[src/rtl/uart_rx_fifo.sv]
// Receive-side character FIFO behind the UART receiver.
// First-word-fall-through read port with a sticky overflow flag.
module uart_rx_fifo #(
  parameter int DataLength = 8,
  parameter int Depth = 16,
  localparam int AW = $clog2(Depth)
) (
  input  logic                  i_clk,
  input  logic                  i_rst,
  input  logic                  i_wr_en,
  input  logic [DataLength-1:0] i_wr_data,
  input  logic                  i_parity_error,
  input  logic                  i_stop_bit_error,
  output logic [DataLength-1:0] o_rd_data,
  output logic                  o_rd_parity_error,
  output logic                  o_rd_stop_bit_error,
  output logic                  o_rd_valid,
  input  logic                  i_rd_ready,
  output logic                  o_empty,
  output logic                  o_full,
  output logic [AW:0]           o_count,
  output logic                  o_overflow,
  input  logic                  i_clr_overflow
);

  localparam int EW = DataLength + 2;

  logic [EW-1:0] mem [Depth];
  logic [AW:0]   wr_ptr;
  logic [AW:0]   rd_ptr;
  logic [EW-1:0] head;
  logic          empty;
  logic          full;
  logic          pop;
  logic          push;
  logic          drop;
  logic          overflow;

  // Occupancy and handshake decode; a pop frees a slot for a same-cycle write.
  always_comb begin
    empty = (wr_ptr == rd_ptr);
    full  = (wr_ptr[AW-1:0] == rd_ptr[AW-1:0]) &&
            (wr_ptr[AW] != rd_ptr[AW]);
    pop   = !empty && i_rd_ready;
    push  = i_wr_en && (!full || pop);
    drop  = i_wr_en && full && !pop;
  end

  // Pointer registers; the extra MSB distinguishes full from empty.
  always_ff @(posedge i_clk or posedge i_rst) begin
    if (i_rst) begin
      wr_ptr <= '0;
      rd_ptr <= '0;
    end else begin
      if (push) wr_ptr <= wr_ptr + 1'b1;
      if (pop)  rd_ptr <= rd_ptr + 1'b1;
    end
  end

  // Storage array, deliberately left unreset.
  always_ff @(posedge i_clk) begin
    if (push) begin
      mem[wr_ptr[AW-1:0]] <= {i_stop_bit_error, i_parity_error, i_wr_data};
    end
  end

  // Sticky overflow: a dropped write outranks a same-cycle clear.
  always_ff @(posedge i_clk or posedge i_rst) begin
    if (i_rst) begin
      overflow <= 1'b0;
    end else if (drop) begin
      overflow <= 1'b1;
    end else if (i_clr_overflow) begin
      overflow <= 1'b0;
    end
  end

  // Head entry presented combinationally, zeroed while empty.
  always_comb begin
    head                = mem[rd_ptr[AW-1:0]];
    o_rd_data           = '0;
    o_rd_parity_error   = 1'b0;
    o_rd_stop_bit_error = 1'b0;
    if (!empty) begin
      o_rd_data           = head[DataLength-1:0];
      o_rd_parity_error   = head[DataLength];
      o_rd_stop_bit_error = head[DataLength+1];
    end
  end

  assign o_rd_valid = !empty;
  assign o_empty    = empty;
  assign o_full     = full;
  assign o_count    = wr_ptr - rd_ptr;
  assign o_overflow = overflow;

endmodule

[config.mk]
export PLATFORM = sky130hd
export DESIGN_NAME = uart_rx_fifo
export DESIGN_NICKNAME = d
export VERILOG_FILES = /design/src/rtl/uart_rx_fifo.sv
export SDC_FILE = /design/constraint.sdc
export NUM_CORES = 1
export LEC_CHECK = 0
export CAP_MARGIN = 10
export CORE_ASPECT_RATIO = 0.75
export CORE_MARGIN = 2
export CORE_UTILIZATION = 35
export DETAILED_ROUTE_END_ITERATION = 12
export PLACE_DENSITY = 0.57
export SLEW_MARGIN = 20
export SYNTH_ARGS = -nofsm -noshare
export SYNTH_HDL_FRONTEND = slang
export SYNTH_SLANG_ARGS = --single-unit
[constraint.sdc]
create_clock -name i_clk -period 3.2 [get_ports i_clk]
set_clock_uncertainty 0.2 [all_clocks]
set_input_delay 0.64 -clock i_clk [delete_from_list [all_inputs] [get_ports i_clk]]
set_output_delay 0.64 -clock i_clk [all_outputs]
set_load 0.01 [all_outputs]
# Word-level counts from Yosys, hierarchy flattened
# Memory sizes are Yosys's and may differ from the RTL's.
# Cells that the tools add are included.
[word_totals]
reg_bits = 11
latch_bits = 0
ram_bits = 160
romBits = 0
input_bits = 15
mem_count = 1
[op_classes]
n_addsub = 3
multipliers = 0
n_div = 0
n_lt_le_gt_ge = 0
eq_ne = 3
shifts = 0
mux = 7
bitwise_logic = 0
reduce_logical = 10
[memory_table]
columns = ["name", "words", "word_bits", "rd", "rd_ports_with_merged_regs", "wr", "line_no", "source"]
rows = [
  ["mem", 16, 10, 1, 0, 1, "28", "logic [EW-1:0] mem [Depth];"],
]
[op_table]
columns = ["op", "count"]
rows = [
  ["$add 5x1->5 const B", 2],
  ["$mux 8", 1],
  ["$mux 1", 6],
  ["$eq 5x5->1", 1],
  ["$logic_and 1x1->1", 5],
  ["$sub 5x5->5", 1],
  ["$eq 4x4->1", 1],
  ["$logic_not 1->1", 3],
  ["$reduce_bool 2->1", 1],
  ["$logic_or 1x1->1", 1],
  ["$ne 1x1->1", 1],
]

# Logic depth before layout (Yosys ltp)
# Gate-level depths: netlist of run 1.
[logic_depth]
ltp_word = 7
mapped_depth = 9

# Worst setup path after synthesis of run 1
# No wires, ideal clock.
[synth_path]
kind = "register to output"
start = "reg rd_ptr[3]"
end = "out o_rd_data[0]"
arrival_time_ns = 2.206
path_slack_ns = 0.154
stages_incl_launch_ff = 10
path_cell_list = "dfrtp_1 buf_2 inv_1 buf_2 ha_1 and4_1 nand2_1 clkbuf_1 o21ai_0 a21oi_1"
[synth_between]
elab_chain_len = 2
elab_cells_between_ends = 3
[synth_rtl]
columns = ["item", "line_no", "source"]
rows = [
  ["start: declaration", "30", "logic [AW:0] rd_ptr;"],
  ["start signal: assignment", "56", "if (pop) rd_ptr <= rd_ptr + 1'b1;"],
  ["$mem_v2 16x10 or $eq 5x5->1 (tied branches)", "-", ""],
  ["$mux 8 (*)", "84", "if (!empty) begin"],
  ["end: declaration", "14", "output logic [DataLength-1:0] o_rd_data,"],
]
# Mark *: on every way between the ends. The rest lies on a longest branch, timed or not.

# Final worst setup path of run 1
[layout_path]
start = "reg rd_ptr[1]"
end = "out o_rd_data[2]"
# Same word-level chain as after synthesis.

==> qor.txt, run 1 <==
Dpl cells: 654
End of the worst register-to-register path: mem[3][6]
Hold/Removal Path Class: flip-flop to flip-flop
Mux contribution to synthesized area: 16.90%
EDFF count, synth: 160
Detailed-route via count: 3,520
N_diodes: 0
Crit. End Element: output pin
Flops & latches, synth: 171
RSZ-0062 raised after global routing: yes
Least-Margin Pin Slew: 0.5762 ns
Slew Limit Fails: 0
Worst r2r src: rd_ptr[1]
First-pass iteration count of the detailed router: 5
Boundary pin count: 34
Vias/cell: 5.057
Synth-to-Final Area Change: 22.72%
Final worst path period share: 98.87%
Min cycle time layout: 3.164 ns
Yosys warns: 0
Synthesized-area fraction occupied by adder cells: 1.904%
Number of routed nets with antenna violations: 0
R2R depth: 8
Post-CTS Hold Fix Bufs: 0
Core Area: 19,430 um2
Vias in the first global route: 3,650
Worst Hold Slack: 0.2885 ns
Die X: 166.9 um
Outcome: completed
Hold path depth: 1
Largest family of logic cells by synthesized area: multiplexers
Yosys top cell by area: edfxtp_1
Min-delay src: rd_ptr[4]
Root buf cell: clkbuf_16
Num CTS Buffers: 17
Number of DRC markers in iteration 0: 360
Count leader, synth: edfxtp_1
Final #Nets: 455
Die H: 126.2 um
Non-Filler Instances: 696
Synth Area in Compound Gates: 2.029%
Endpoints failing setup: 0
Post-synthesis simple-gate area fraction: 2.514%
GRT Total Usage: 14.18%
Clock Latency Late Sink: 0.41 ns
Worst Hold Path EP: rd_ptr[4]
Post-Synth XOR/XNOR Area: 1.509%
DPL Wire Length: 9175 um
Max_slew headroom: 61.47%
Register-to-register setup slack: 0.64 ns
Remaining routing DRC violations: 0
Clk slew on worst S/H paths: 0.07 ns
Yosys top cell area share: 68.97%
WP data required: 2.36 ns
Site Rows: 44
CP Class: flip-flop to output pin
Top post-synthesis cells by count: 160 x edfxtp_1, 27 x mux4_2, 13 x mux2i_1
Share of layout cells above drive strength 1: 33.18%
First-pass GRT wire length: 22,020 um
Static Leak: 2.993 nW
Initial Util: 35.85%
Die Area: 21,060 um2
Total Power: 8.107 mW
Final Util: 43.99%
Top FF cell, synth: edfxtp_1
Startpoint Class: flip-flop
Mapped Cells: 348
Final hold viol count: 0
Deepest clock path buffer count: 2
VDD IR-drop max: 0.0008558 V
GP Congestion: 0.7663
Largest net degree at the start of global routing: 34
TNS Setup: 0 ns
# port buffers: 33
Seq/Total Area, Yosys: 72.92%
Mapped Area: 6967 um2
Mean Syn Cell Area: 20.02 um2
Initial antenna violation count: 0
CTS sink cnt: 171
Maxcap violations: 0
Syn_nets: 373
Arrival time worst endpoint: 2.32 ns
Global route overflow: 0
Pwr/cell area: 948.2 nW/um2
Async SR Flop Fraction: 6.433%
Yosys cell types: 32
Fmax achieved: 316.1 MHz
Max FO, Critical Path: 7
# H-tree levels: 4
Post-Route WL: 14,600 um
Synth area leaders: edfxtp_1 69%, mux4_2 8.7%, mux4_1 4.5%
CTS tree: built
Avg WL per Cell: 20.98 um
-- power breakdown --
group / total [mW] / switching, mW / internal (mW) / leakage [nW]
combinational: 3.34 / 1.62 / 1.72 / 1.14
sequential: 2.81 / 0.0892 / 2.72 / 1.58
clock: 1.95 / 0.919 / 1.04 / 0.279
total: 8.11 / 2.63 / 5.48 / 2.99
-- registers in the layout, summed over array words and instances, names as in the netlist --
register    flops
mem           160
rd_ptr          5
o_overflow      1
wr_ptr          5
-- metrics by stage --
| stage | instance area, um2 | setup WS (ns) |
|---|---|---|
| after CTS | 8506 | -0.02189 |
| after global routing | 8549 | -0.04142 |
| after global placement | 7825 | 0.1429 |
| final | 8549 | 0.03603 |
| after floorplan | 6967 | 0.1541 |
| after detailed placement | 7825 | 0.1558 |
-- cell usage in the layout (no fill, tap or decap), types with 10 or more instances in the layout --
cell type / instances
xnor2_1: 11
inv_1: 11
a21oi_1: 10
buf_4: 37
clkbuf_16: 18
mux2i_1: 11
clkdlybuf4s50_1: 19
nor2_1: 12
mux4_2: 37
edfxtp_1: 160
-- cell type report --
type	instances	area [um2]
well taps	253	316.6
clock buffers	17	425.4
clock inverters	15	152.6
inverters	11	41.29
multi-input cells	148	1744
flip-flops and latches	171	5082
fillers	1690	10880
repair buffers	81	787.0
-- timing repair --
item / CTS / global route
endpoints found under the setup margin: 11 / 13
pin swaps: 0 / 0
buffers inserted: 6 / 1
cloned: 2 / 1
gates resized for setup: 55 / 21
-- layer usage --
layer	vias to the layer above	track usage [%]	routed length, um	part of all wire [%]
met2	77	23.12	6936	48
met1	1870	19.52	7002	48
met3	6	3.174	599	4.1
met5	-	0	0	0
met4	0	3.499	63	0.43
li1	1567	-	-	-
-- logic make-up after synthesis --
group,after synthesis
xor+xnor,12
compound gates,26
mux,63
buf+inv,29
simple gates,37
fa+ha+maj,10
flops,171
-- worst max-delay path: stages, from the launching register on --
cell and delay, ns:
dfrtp_2 0.45, buf_12 0.15, buf_16 0.14, buf_4 0.13, mux4_2 0.42, mux2_4 0.29
o21ai_2 0.12, a21oi_2 0.05, buf_2 0.15
-- worst max-delay path by stage --
stage | startpoint | endpoint | cells past startpoint
detailed placement | rd_ptr[1] | o_rd_data[7] | 6
global route | rd_ptr[1] | o_rd_data[2] | 8
CTS | rd_ptr[1] | o_rd_data[1] | 8
floorplan | rd_ptr[3] | o_rd_data[0] | 9
global placement | rd_ptr[1] | o_rd_data[7] | 6
finish | rd_ptr[1] | o_rd_data[2] | 8
Power figures use the tool's default switching activity.
==> run 2, diff against run 1 <==
REMOVE_ABC_BUFFERS = 1   (was default)
==> run 2 against run 1 <==
Sequential power hardly changed. Worst hold slack improved by 0.0054 ns. Sequential share of layout area rose by 0.60 points. Count of clock-buffer cells in the layout grew 11. Wire length increased by 4.8%. Cell area fell by 1.0%. Global-route usage increased by 1.2 points. Power is 0.74% lower. Non-clock buffer count fell by 2. Via count grew 0.11%. Critical endpoint is now o_rd_parity_error.
==> qor.txt, run 2 (synthesis results as in run 1) <==
CTS tree: built
Initial Util: 35.85% (unchanged)
DR WL met2: 7202 um (+3.8%)
Static Leak: 2.945 nW (-1.6%)
Commonest cells after routing, fill and taps aside: 160 x edfxtp_1, 38 x mux4_2, 38 x buf_4
Detailed-route via count: 3,524 (+0.11%)
Max FO, Critical Path: 6 (-1)
Largest net degree at the start of global routing: 24 (-29%)
Crit path max-delay family: multiplexers
Vias in the first global route: 3,679 (+0.79%)
GRT Total Usage: 15.35% (+1.2 points)
N_diodes: 0 (unchanged)
Clock Latency Late Sink: 0.43 ns (+0.02 ns)
CTS sink cnt: 171 (unchanged)
Boundary pin count: 34 (unchanged)
Final Util: 43.56% (-0.44 points)
First-pass iteration count of the detailed router: 6 (+1)
Die H: 126.2 um (unchanged)
Global route overflow: 0 (unchanged)
Fill count: 1,675 (-0.89%)
# H-tree levels: 4 (unchanged)
Share of layout cells above drive strength 1: 33.79% (+0.60 points)
Initial antenna violation count: 0 (unchanged)
Number of routed nets with antenna violations: 0 (unchanged)
Post-Route WL: 15,300 um (+4.8%)
WP buf/inv: 3 (-1)
Max stage delay cell, worst path: dfrtp_2
Least-Margin Pin Slew: 0.6363 ns (+0.06006 ns)
Clk slew on worst S/H paths: 0.07 ns (about the same)
VDD IR-drop max: 0.0004192 V (-51%)
Slew Limit Fails: 0 (unchanged)
Multi-input logic area: 1780 um2 (+2.1%)
Final #Nets: 453 (-0.44%)
Avg WL per Cell: 22.04 um (+5.1%)
Synth-to-Final Area Change: 21.50%
Arrival time worst endpoint: 2.34 ns (+0.02 ns)
Startpoint Class: flip-flop
DR top layer: met4
TNS Setup: 0 ns (unchanged)
Core Area: 19,430 um2 (unchanged)
Site Rows: 44 (unchanged)
Total Power: 8.047 mW (-0.74%)
Pwr/cell area: 950.7 nW/um2 (+0.26%)
RSZ-0062 raised after global routing: yes
Die Area: 21,060 um2 (unchanged)
Vias/cell: 5.078 (+0.40%)
CP Class: flip-flop to output pin
Maxcap violations: 0 (unchanged)
Max_slew headroom: 57.45% (-4.0 points)
Max reg flops: 160 (unchanged)
Worst Hold Slack: 0.2939 ns (+0.005412 ns)
Final worst path period share: 99.31% (+0.43 points)
Endpoints failing setup: 0 (unchanged)
Root buf cell: clkbuf_16
DRT met1 WL: 7155 um (+2.2%)
Commonest non-fill, non-tap cell in the layout: edfxtp_1
Hold/Removal Path Class: flip-flop to flip-flop
CP max stage delay: 0.49 ns (+0.04 ns)
Fmax achieved: 314.7 MHz (-0.44%)
Die X: 166.9 um (unchanged)
Outcome: completed
Final hold viol count: 0 (unchanged)
WP data required: 2.36 ns (about the same)
Crit. End Element: output pin
Wire length on met3: 750 um (+25%)
# port buffers: 33 (unchanged)
Deepest clock path buffer count: 2 (unchanged)
Min cycle time layout: 3.178 ns (+0.01382 ns)
DPL Wire Length: 9734 um (+6.1%)
Reg area: 5082 um2 (unchanged)
Remaining routing DRC violations: 0 (unchanged)
Num CTS Buffers: 17 (unchanged)
GP Congestion: 0.8429 (+10%)
First-pass GRT wire length: 23,180 um (+5.3%)
Cell chain of the critical path: buf_6, buf_4, mux4_2, mux2_2, o21ai_2, a21oi_1, buf_2
Number of DRC markers in iteration 0: 290 (-19%)
==> run 2: changes by cell type in the layout (fill, tap and decap cells not counted), sizes merged, moves of 2 or more <==
| cell | before | now |
|---|---|---|
| clkbuf | 21 | 28 |
| clkinv | 7 | 2 |
| buf | 54 | 57 |
| dlygate4sd2 | 1 | 3 |
| inv | 18 | 11 |
==> run 2: final timing paths <==
kind	from	end	slack, ns	cells after the start
max in group asynchronous	i_rst	rd_ptr[0]	2.12	2
worst min-delay path	wr_ptr[4]	wr_ptr[4]	0.29	1
worst max register to register	rd_ptr[1]	mem[2][6]	0.55	7
min in group asynchronous	i_rst	wr_ptr[0]	0.33	2
worst min register to register	wr_ptr[4]	wr_ptr[4]	0.29	1
worst max-delay path	rd_ptr[1]	o_rd_parity_error	0.02	7
==> run 2: cell type report <==
type / instances / area share (%)
Clock inverter: 4 / 0.3400
Multi-Input combinational cell: 148 / 21.03
Clock buffer: 28 / 6.371
Tap cell: 253 / 3.740
Timing Repair Buffer: 79 / 7.982
Sequential cell: 171 / 60.04
Inverter: 11 / 0.4878
==> run 2: timing repair <==
action / 4_1_cts / 5_1_grt
buffers inserted: 9 / 0
resized for setup: 71 / 23
setup endpoints to repair: 14 / 11
hold buffers: 0 / 0
pin swaps: 0 / 3
==> run 2: metrics by stage <==
step	cells	area, um2	setup WS [ns]
after detailed placement	656	7825	0.01266
final	694	8464	0.02221
after global placement	656	7825	0.05171
after floorplan	330	6853	-0.5975
after global routing	694	8464	-0.05546
after CTS	696	8483	-0.06095
==> run 2: routing by layer <==
layer / vias up / global-route usage [%]
li1: 1556 / -
met1: 1867 / 21.35
met2: 80 / 24.04
met3: 21 / 3.960
met4: 0 / 4.412
met5: - / 0
==> run 2: where the power goes <==
group | internal, mW | switching, mW | total (mW)
Sequential | 2.73 | 0.106 | 2.83
Clock | 1.15 | 0.800 | 1.95
Combinational | 1.60 | 1.67 | 3.27
Total | 5.47 | 2.57 | 8.05
